[config.mk]
export PLATFORM = sky130hd
export DESIGN_NAME = write_ingress_ctrl
export DESIGN_NICKNAME = d
export VERILOG_FILES = /design/src/rtl/write_ingress_ctrl.sv
export SDC_FILE = /design/constraint.sdc
export NUM_CORES = 1
export LEC_CHECK = 0
export ABC_CLOCK_PERIOD_IN_PS = 1470
export CAP_MARGIN = 20
export CORE_MARGIN = 3
export CORE_UTILIZATION = 48
export DETAILED_ROUTE_END_ITERATION = 8
export DONT_BUFFER_PORTS = 1
export PLACE_DENSITY = 0.73
export SYNTH_ARGS = -nofsm -noshare
export SYNTH_HDL_FRONTEND = slang
export SYNTH_SLANG_ARGS = --single-unit
[constraint.sdc]
create_clock -name clk -period 1.47 [get_ports clk]
set_input_delay 0.147 -clock clk [delete_from_list [all_inputs] [get_ports clk]]
set_output_delay 0.147 -clock clk [all_outputs]
set_load 0.005 [all_outputs]
[src/rtl/write_ingress_ctrl.sv]
// write_ingress_ctrl: write-side front end of the async FIFO (skid buffer + fill level)
// Ports:
//   clk, rst_n           write-domain clock, asynchronous active-low reset
//   in_valid/in_data     producer beat; in_ready (registered) completes the handshake
//   full                 registered full flag from the write pointer; stalls winc
//   wptr, wq2_rptr       gray write pointer and synced gray read pointer
//   winc, wdata          write strobe and head-of-buffer data to pointer/memory
//   wlevel, almost_full  registered conservative occupancy and advisory threshold flag
module write_ingress_ctrl #(
   parameter int DATA_WIDTH   = 8,
   parameter int ADDR_WIDTH   = 6,
   parameter int AFULL_THRESH = 4
) (
   input  logic                  clk,
   input  logic                  rst_n,
   input  logic                  in_valid,
   input  logic [DATA_WIDTH-1:0] in_data,
   output logic                  in_ready,
   input  logic                  full,
   input  logic [ADDR_WIDTH:0]   wptr,
   input  logic [ADDR_WIDTH:0]   wq2_rptr,
   output logic                  winc,
   output logic [DATA_WIDTH-1:0] wdata,
   output logic [ADDR_WIDTH:0]   wlevel,
   output logic                  almost_full
);
   localparam int PW = ADDR_WIDTH + 1;
   localparam int DEPTH = 1 << ADDR_WIDTH;
   localparam logic [PW-1:0] AF_LVL = PW'(DEPTH - AFULL_THRESH);
   typedef enum logic [1:0] {EMPTY, ONE, TWO} state_t;
   state_t state, state_next;
   logic [DATA_WIDTH-1:0] head, skid, head_next, skid_next;
   logic [PW-1:0] wlevel_next;
   logic acc;
   function automatic logic [PW-1:0] g2b(input logic [PW-1:0] g);
      logic [PW-1:0] b;
      for (int i = 0; i < PW; i++) b[i] = ^(g >> i);
      return b;
   endfunction
   assign acc = in_valid & in_ready;
   // winc is combinational from state so an async reset kills the strobe immediately
   assign winc = (state != EMPTY) & ~full;
   assign wdata = head;
   // Modulo subtraction handles pointer wrap; the lagging read pointer makes this an over-estimate
   assign wlevel_next = g2b(wptr) - g2b(wq2_rptr);
   always_comb begin
      state_next = state;
      head_next = head;
      skid_next = skid;
      unique case (state)
         EMPTY: if (acc) begin
            state_next = ONE;
            head_next = in_data;
         end
         ONE: if (acc & winc) head_next = in_data;
         else if (acc) begin
            state_next = TWO;
            skid_next = in_data;
         end else if (winc) state_next = EMPTY;
         TWO: if (winc) begin
            state_next = ONE;
            head_next = skid;
         end
         default: state_next = EMPTY;
      endcase
   end
   always_ff @(posedge clk or negedge rst_n) begin
      if (!rst_n) begin
         state <= EMPTY;
         head <= '0;
         skid <= '0;
         in_ready <= 1'b0;
         wlevel <= '0;
         almost_full <= 1'b0;
      end else begin
         state <= state_next;
         head <= head_next;
         skid <= skid_next;
         in_ready <= state_next != TWO;
         wlevel <= wlevel_next;
         almost_full <= wlevel_next >= AF_LVL;
      end
   end
endmodule
[Word level (Yosys, flattened, before mapping)]
Index checks and enable logic that the tools add are counted.
Word-level totals
  flip-flop bits (word level): 27
  input bits: 26
  output and inout port bits: 18
Cells by class
  add/sub/neg operators: 1
  order comparisons: 1
  eq/ne operators: 6
  multiplexer cells: 10
  bitwise logic cells: 5
  reductions and logical operators: 19
Operators by type and width (number)
  XOR reduction 7 bit: 14
  2-to-1 mux 8 bit: 3
  one-hot mux 8 bit (3 select lines): 1
  2-to-1 mux 2 bit: 5
  != test 2 bit, second input constant: 4
  greater-or-equal comparator 7 x 6 -> 1 bit, second input constant: 1
  subtractor 7 bit: 1
  one-hot mux 2 bit (3 select lines): 1
  AND reduction 4 bit: 1
  bitwise AND 1 bit: 3
  AND reduction 3 bit: 1
  nonzero test 3 bit: 1
  == test 2 x 1 -> 1 bit, second input constant: 1
  == test 2 bit, second input constant: 1
  zero test 2 bit: 1
  inverter 1 bit: 2
  nonzero test 2 bit: 1

[Depth between registers and ports, before layout]
  depth after elaboration: 7
  gate-level depth with buffers: 13
  gate-level depth less buffers: 13

[Worst setup path after synthesis]
No wires, ideal clock.
  path type: input -> register
  from: input wq2_rptr[6]
  to: register almost_full
  setup time: 0.120 ns
  data arrival time: 2.706 ns
  data required time: 1.350 ns
  slack: -1.357 ns
  cell stages on the path: 13
  buffers on the path: 0
  cells stage by stage: xnor3_2 -> xor2_2 -> xor2_2 -> xor2_2 -> xnor2_1 -> ha_1 -> inv_1 -> fa_1 -> a211oi_1 -> o21bai_1 -> a21oi_1 -> xnor2_1 -> a41o_1
Between the ends
  longest elaborated chain between the ends: 3
  elaborated cells between the ends (all ways): 9
  classes of those cells: 1 x add/sub; 1 x order compare; 7 x reduce/logical
RTL lines
  from (decl): RTL line 21  | input logic [ADDR_WIDTH:0] wq2_rptr,
  XOR reduction 7 bit: RTL line 37  | for (int i = 0; i < PW; i++) b[i] = ^(g >> i);
  subtractor 7 bit (*): RTL line 45  | assign wlevel_next = g2b(wptr) - g2b(wq2_rptr);
  net wlevel_next[6]: RTL line 33  | logic [PW-1:0] wlevel_next;
  greater-or-equal comparator 7 x 6 -> 1 bit (*): RTL line 81  | almost_full <= wlevel_next >= AF_LVL;
  to (signal assigned): RTL line 74  | almost_full <= 1'b0;
  to (signal assigned): RTL line 81
  to (decl): RTL line 25  | output logic almost_full
The timed path passes the listed nets; every way through them passes the cells marked *.
A chain may end at the register's enable or synchronous reset.

[Worst setup path after layout]
  from: input wptr[4]
  to: register almost_full
Between the ends
  longest elaborated chain between the ends: 3
  elaborated cells between the ends (all ways): 7
  classes of those cells: 1 x add/sub; 1 x order compare; 5 x reduce/logical
RTL lines
  from (decl): RTL line 20  | input logic [ADDR_WIDTH:0] wptr,
  XOR reduction 7 bit: RTL line 37
  subtractor 7 bit (*): RTL line 45
  net wlevel_next[6]: RTL line 33
  greater-or-equal comparator 7 x 6 -> 1 bit (*): RTL line 81
Marked as above.

==> run_results.csv <==
group,metric,value,unit
global_route,antenna_found_initial,0,
timing,worstMarginPinSlew,0.315,ns
cells_and_area,fillers,200,
timing,setup_viol,7,
timing,finalWorstSetupSlack,-1.04,ns
setup_path,worstPathArrival,2.73,ns
die,core,0.00283,mm²
global_route,grt_max_degree,28,
setup_path,ff2ff_setup_slack,0.10,ns
die,num_rows,19,
setup_path,critPathCaptureType,"register",
cells_and_area,num-nets-final,195,
logic_synthesis,ys_seq_elements,27,
clock_network,clk_pin_slew,0.14,ns
setup_path,r2r-end,"wdata[6]",
setup_path,slowest_delay,0.47,ns
logic_synthesis,syn_avg_cell_area,12.0,µm²
worst_hold_path,hp-class,"in2reg",
logic_synthesis,synth_cells,122,
timing,slew_violations,0,
logic_synthesis,ys_top_cells_by_area,"dfrtp_1 46%, mux2_2 6.9%, mux2i_1 5.5%",
timing,hold_viol_final,0,
global_route,grt_pass1_vias,1149,
setup_path,cp_slowest_cell,"xor3_2",
setup_path,critPathMaxFanout,2,
logic_synthesis,seq_area_frac_synth,0.462,
place,portBuffers,0,
worst_hold_path,min_to,"wdata[0]",
die,io-pin-count,44,
status,outcome,"finished, violations left",
power,vdd_drop_max,0.880,mV
logic_synthesis,yosysTopAreaCellShare,0.462,
setup_path,critPathKind,"in2reg",
clock_network,clk_latency,0.31,ns
timing,maxSlewHeadroom,0.788,
clock_network,cts.sinks,27,
place,hpwlAfterDp,2.14,mm
cells_and_area,instances_no_fill,192,
logic_synthesis,synth_edf_count,0,
logic_synthesis,syn_nets,155,
setup_path,cp_common_cell,"xnor2_2",
clock_network,clock_path_buffers,2,
place,dp.cells,171,
die,die_area,0.00375,mm²
cells_and_area,fin_util,0.688,
setup_path,required,1.69,ns
die,die_height,61.2,µm
global_route,grt_remaining_overflow,0,
drt,viasPerCell,5.54,
die,die_x,61.2,µm
logic_synthesis,async_flop_share,1.00,
logic_synthesis,yosys.area.top_type,"dfrtp_1",
global_route,grt_pass1_wl,4.66,mm
logic_synthesis,netlist_area,0.00146,mm²
worst_hold_path,holdCritStartpoint,"in_data[0]",
timing,finClkSkew,0.00375,ns
place,placed_area,0.00168,mm²
cells_and_area,diodes,0,
power,pwr_density_cell,1740,mW/mm²
worst_hold_path,worstHoldPathCells,2,
clock_network,numCtsBuffers,3,
timing,fmax,0.399,GHz
setup_path,crit_path_cell_trace,"xor3_2 > xnor2_4 > xnor2_2 > xor2_2 > xnor2_1 > ha_2 > inv_2 > fa_2 > a211oi_2 > o21bai_1 > a21oi_2 > xnor2_2 > a41o_1",
timing,min_period,2.51,ns
clock_network,root_buffer,"clkbuf_4",
status,violations,"setup timing",
setup_path,cp_top_family,"XOR/XNOR gates",
drt,dr.pass1.iters,4,
drt,wl,3.04,mm
clock_network,htreeDepth,1,
die,start_util,0.517,
timing,timing.hold.ws,0.0284,ns
timing,post-route-period-util,1.71,
logic_synthesis,yosysWarnings,0,
setup_path,crit_buf_inv,1,
cells_and_area,areaGrowthSynthToFinish,32.9,%
drt,drtIter0Drc,39,
drt,antenna_left,0,
setup_path,startpoint,"wptr[4]",
setup_path,reg2regPathDepth,4,
drt,vias,1064,
flow_run,maxCapViolCount,0,
timing,rsz0062_at_grt,"yes",
clock_network,cts_tree,"yes",
place,gp_congestion,0.822,
power,p_leak,0.000875,µW
logic_synthesis,ys_types,32,
drt,wire_per_inst,15.8,µm
drt,drc,0,
setup_path,r2r-start,"state[0]",
cells_and_area,drive_gt1_frac,0.391,
setup_path,cp-start-kind,"input pin",
global_route,grtUsageTotal,0.166,
cells_and_area,finalInstanceArea,0.00195,mm²
logic_synthesis,synth_ff_type,"dfrtp_1",
==> timing repair <==
action                                  4_1_cts  5_1_grt
endpoints found under the setup margin        8       13
endpoints found under the hold margin        38        0
pin swaps                                     3        7
setup buffers                                 3        6
hold buffers                                 11        0
gates resized for setup                       3        9
==> power breakdown <==
part           switching, µW  internal, µW  total, µW
sequential               226          1100       1330
combinational            748          1000       1750
clock                    205           102        306
==> cells in the final DEF, fill, tap and decap left out, types with 2 or more instances in the layout <==
master          n
mux2_2          9
a21o_1          2
dlygate4sd3_1  10
o21ai_0        11
mux2i_1         8
xor2_1          2
inv_1           5
buf_12          2
ha_1            4
nand2_1        11
clkbuf_4        3
buf_6           2
dfrtp_1        27
inv_2           2
xnor2_2         2
nor2_1          3
buf_4          23
xor2_2          3
xnor2_1         5
a21oi_2         2
==> synth_stat cells, drive strengths merged, types with 2 or more instances <==
library cell and count:
nand2 11, inv 7, xnor2 8, a21oi 3
dfrtp 27, mux2 9, xor2 6, mux2i 8
nor2 4, nor2b 2, o21ai 11, ha 6
a21o 2, buf 2
==> kinds of logic (layout without fill, tap and decap cells) <==
| kind of cell | count (synthesis) | in the layout | share of synthesized area |
|---|---|---|---|
| adder cells (fa/ha/maj) | 7 | 7 | 0.0650 |
| multiplexers | 17 | 17 | 0.124 |
| buffers and inverters | 9 | 48 | 0.0248 |
| XOR/XNOR | 16 | 16 | 0.148 |
| AO/OA/AOI/OAI | 25 | 25 | 0.108 |
| flip-flops | 27 | 27 | 0.462 |
| AND/OR/NAND/NOR | 21 | 21 | 0.0692 |
==> worst max path at each step <==
stage,end,slack (ns),depth (start not counted)
detailed placement,almost_full,-1.41,13
CTS,almost_full,-0.99,13
global route,almost_full,-1.12,13
floorplan,almost_full,-1.32,13
finish,almost_full,-1.04,13
global placement,almost_full,-1.33,13
==> metrics by stage <==
| step | setup WS (ns) | total power [µW] | TNS (ns) |
|---|---|---|---|
| floorplan | -1.32 | 2240 | -6.88 |
| global placement | -1.33 | 2740 | -7.84 |
| detailed placement | -1.41 | 2830 | -8.36 |
| CTS | -0.995 | 3270 | -5.40 |
| global route | -1.12 | 3670 | -6.25 |
| finish | -1.04 | 3380 | -5.54 |
==> layout make-up <==
cell class,count,area [µm²],area share
Clock inverter,1,5.00,0.00257
Multi-Input combinational cell,86,842,0.433
Clock buffer,3,22.5,0.0116
Tap cell,31,38.8,0.0199
Inverter,7,26.3,0.0135
Sequential cell,27,676,0.347
Timing Repair Buffer,37,335,0.172
==> state kept, by name, summed over array words and instances, names as in the netlist <==
name / count
skid: 8
wdata: 8
wlevel: 7
state: 2
almost_full: 1
in_ready: 1
==> worst reg2reg max path, delay by kind of cell (launching register included) <==
kind | cells | cell delay (ns)
simple gates | 1 | 0.18
flops | 1 | 0.47
mux | 1 | 0.26
compound gates | 1 | 0.12
buf+inv | 1 | 0.23
==> metal layers <==
metal | vias to the layer above | share of wire | global-route usage
li1 | 507 | - | -
met1 | 519 | 0.36 | 0.157
met2 | 32 | 0.57 | 0.361
met3 | 6 | 0.052 | 0.0105
met4 | 0 | 0.013 | 0.0557
met5 | - | 0 | 0
(Power assumes the default switching activity.)
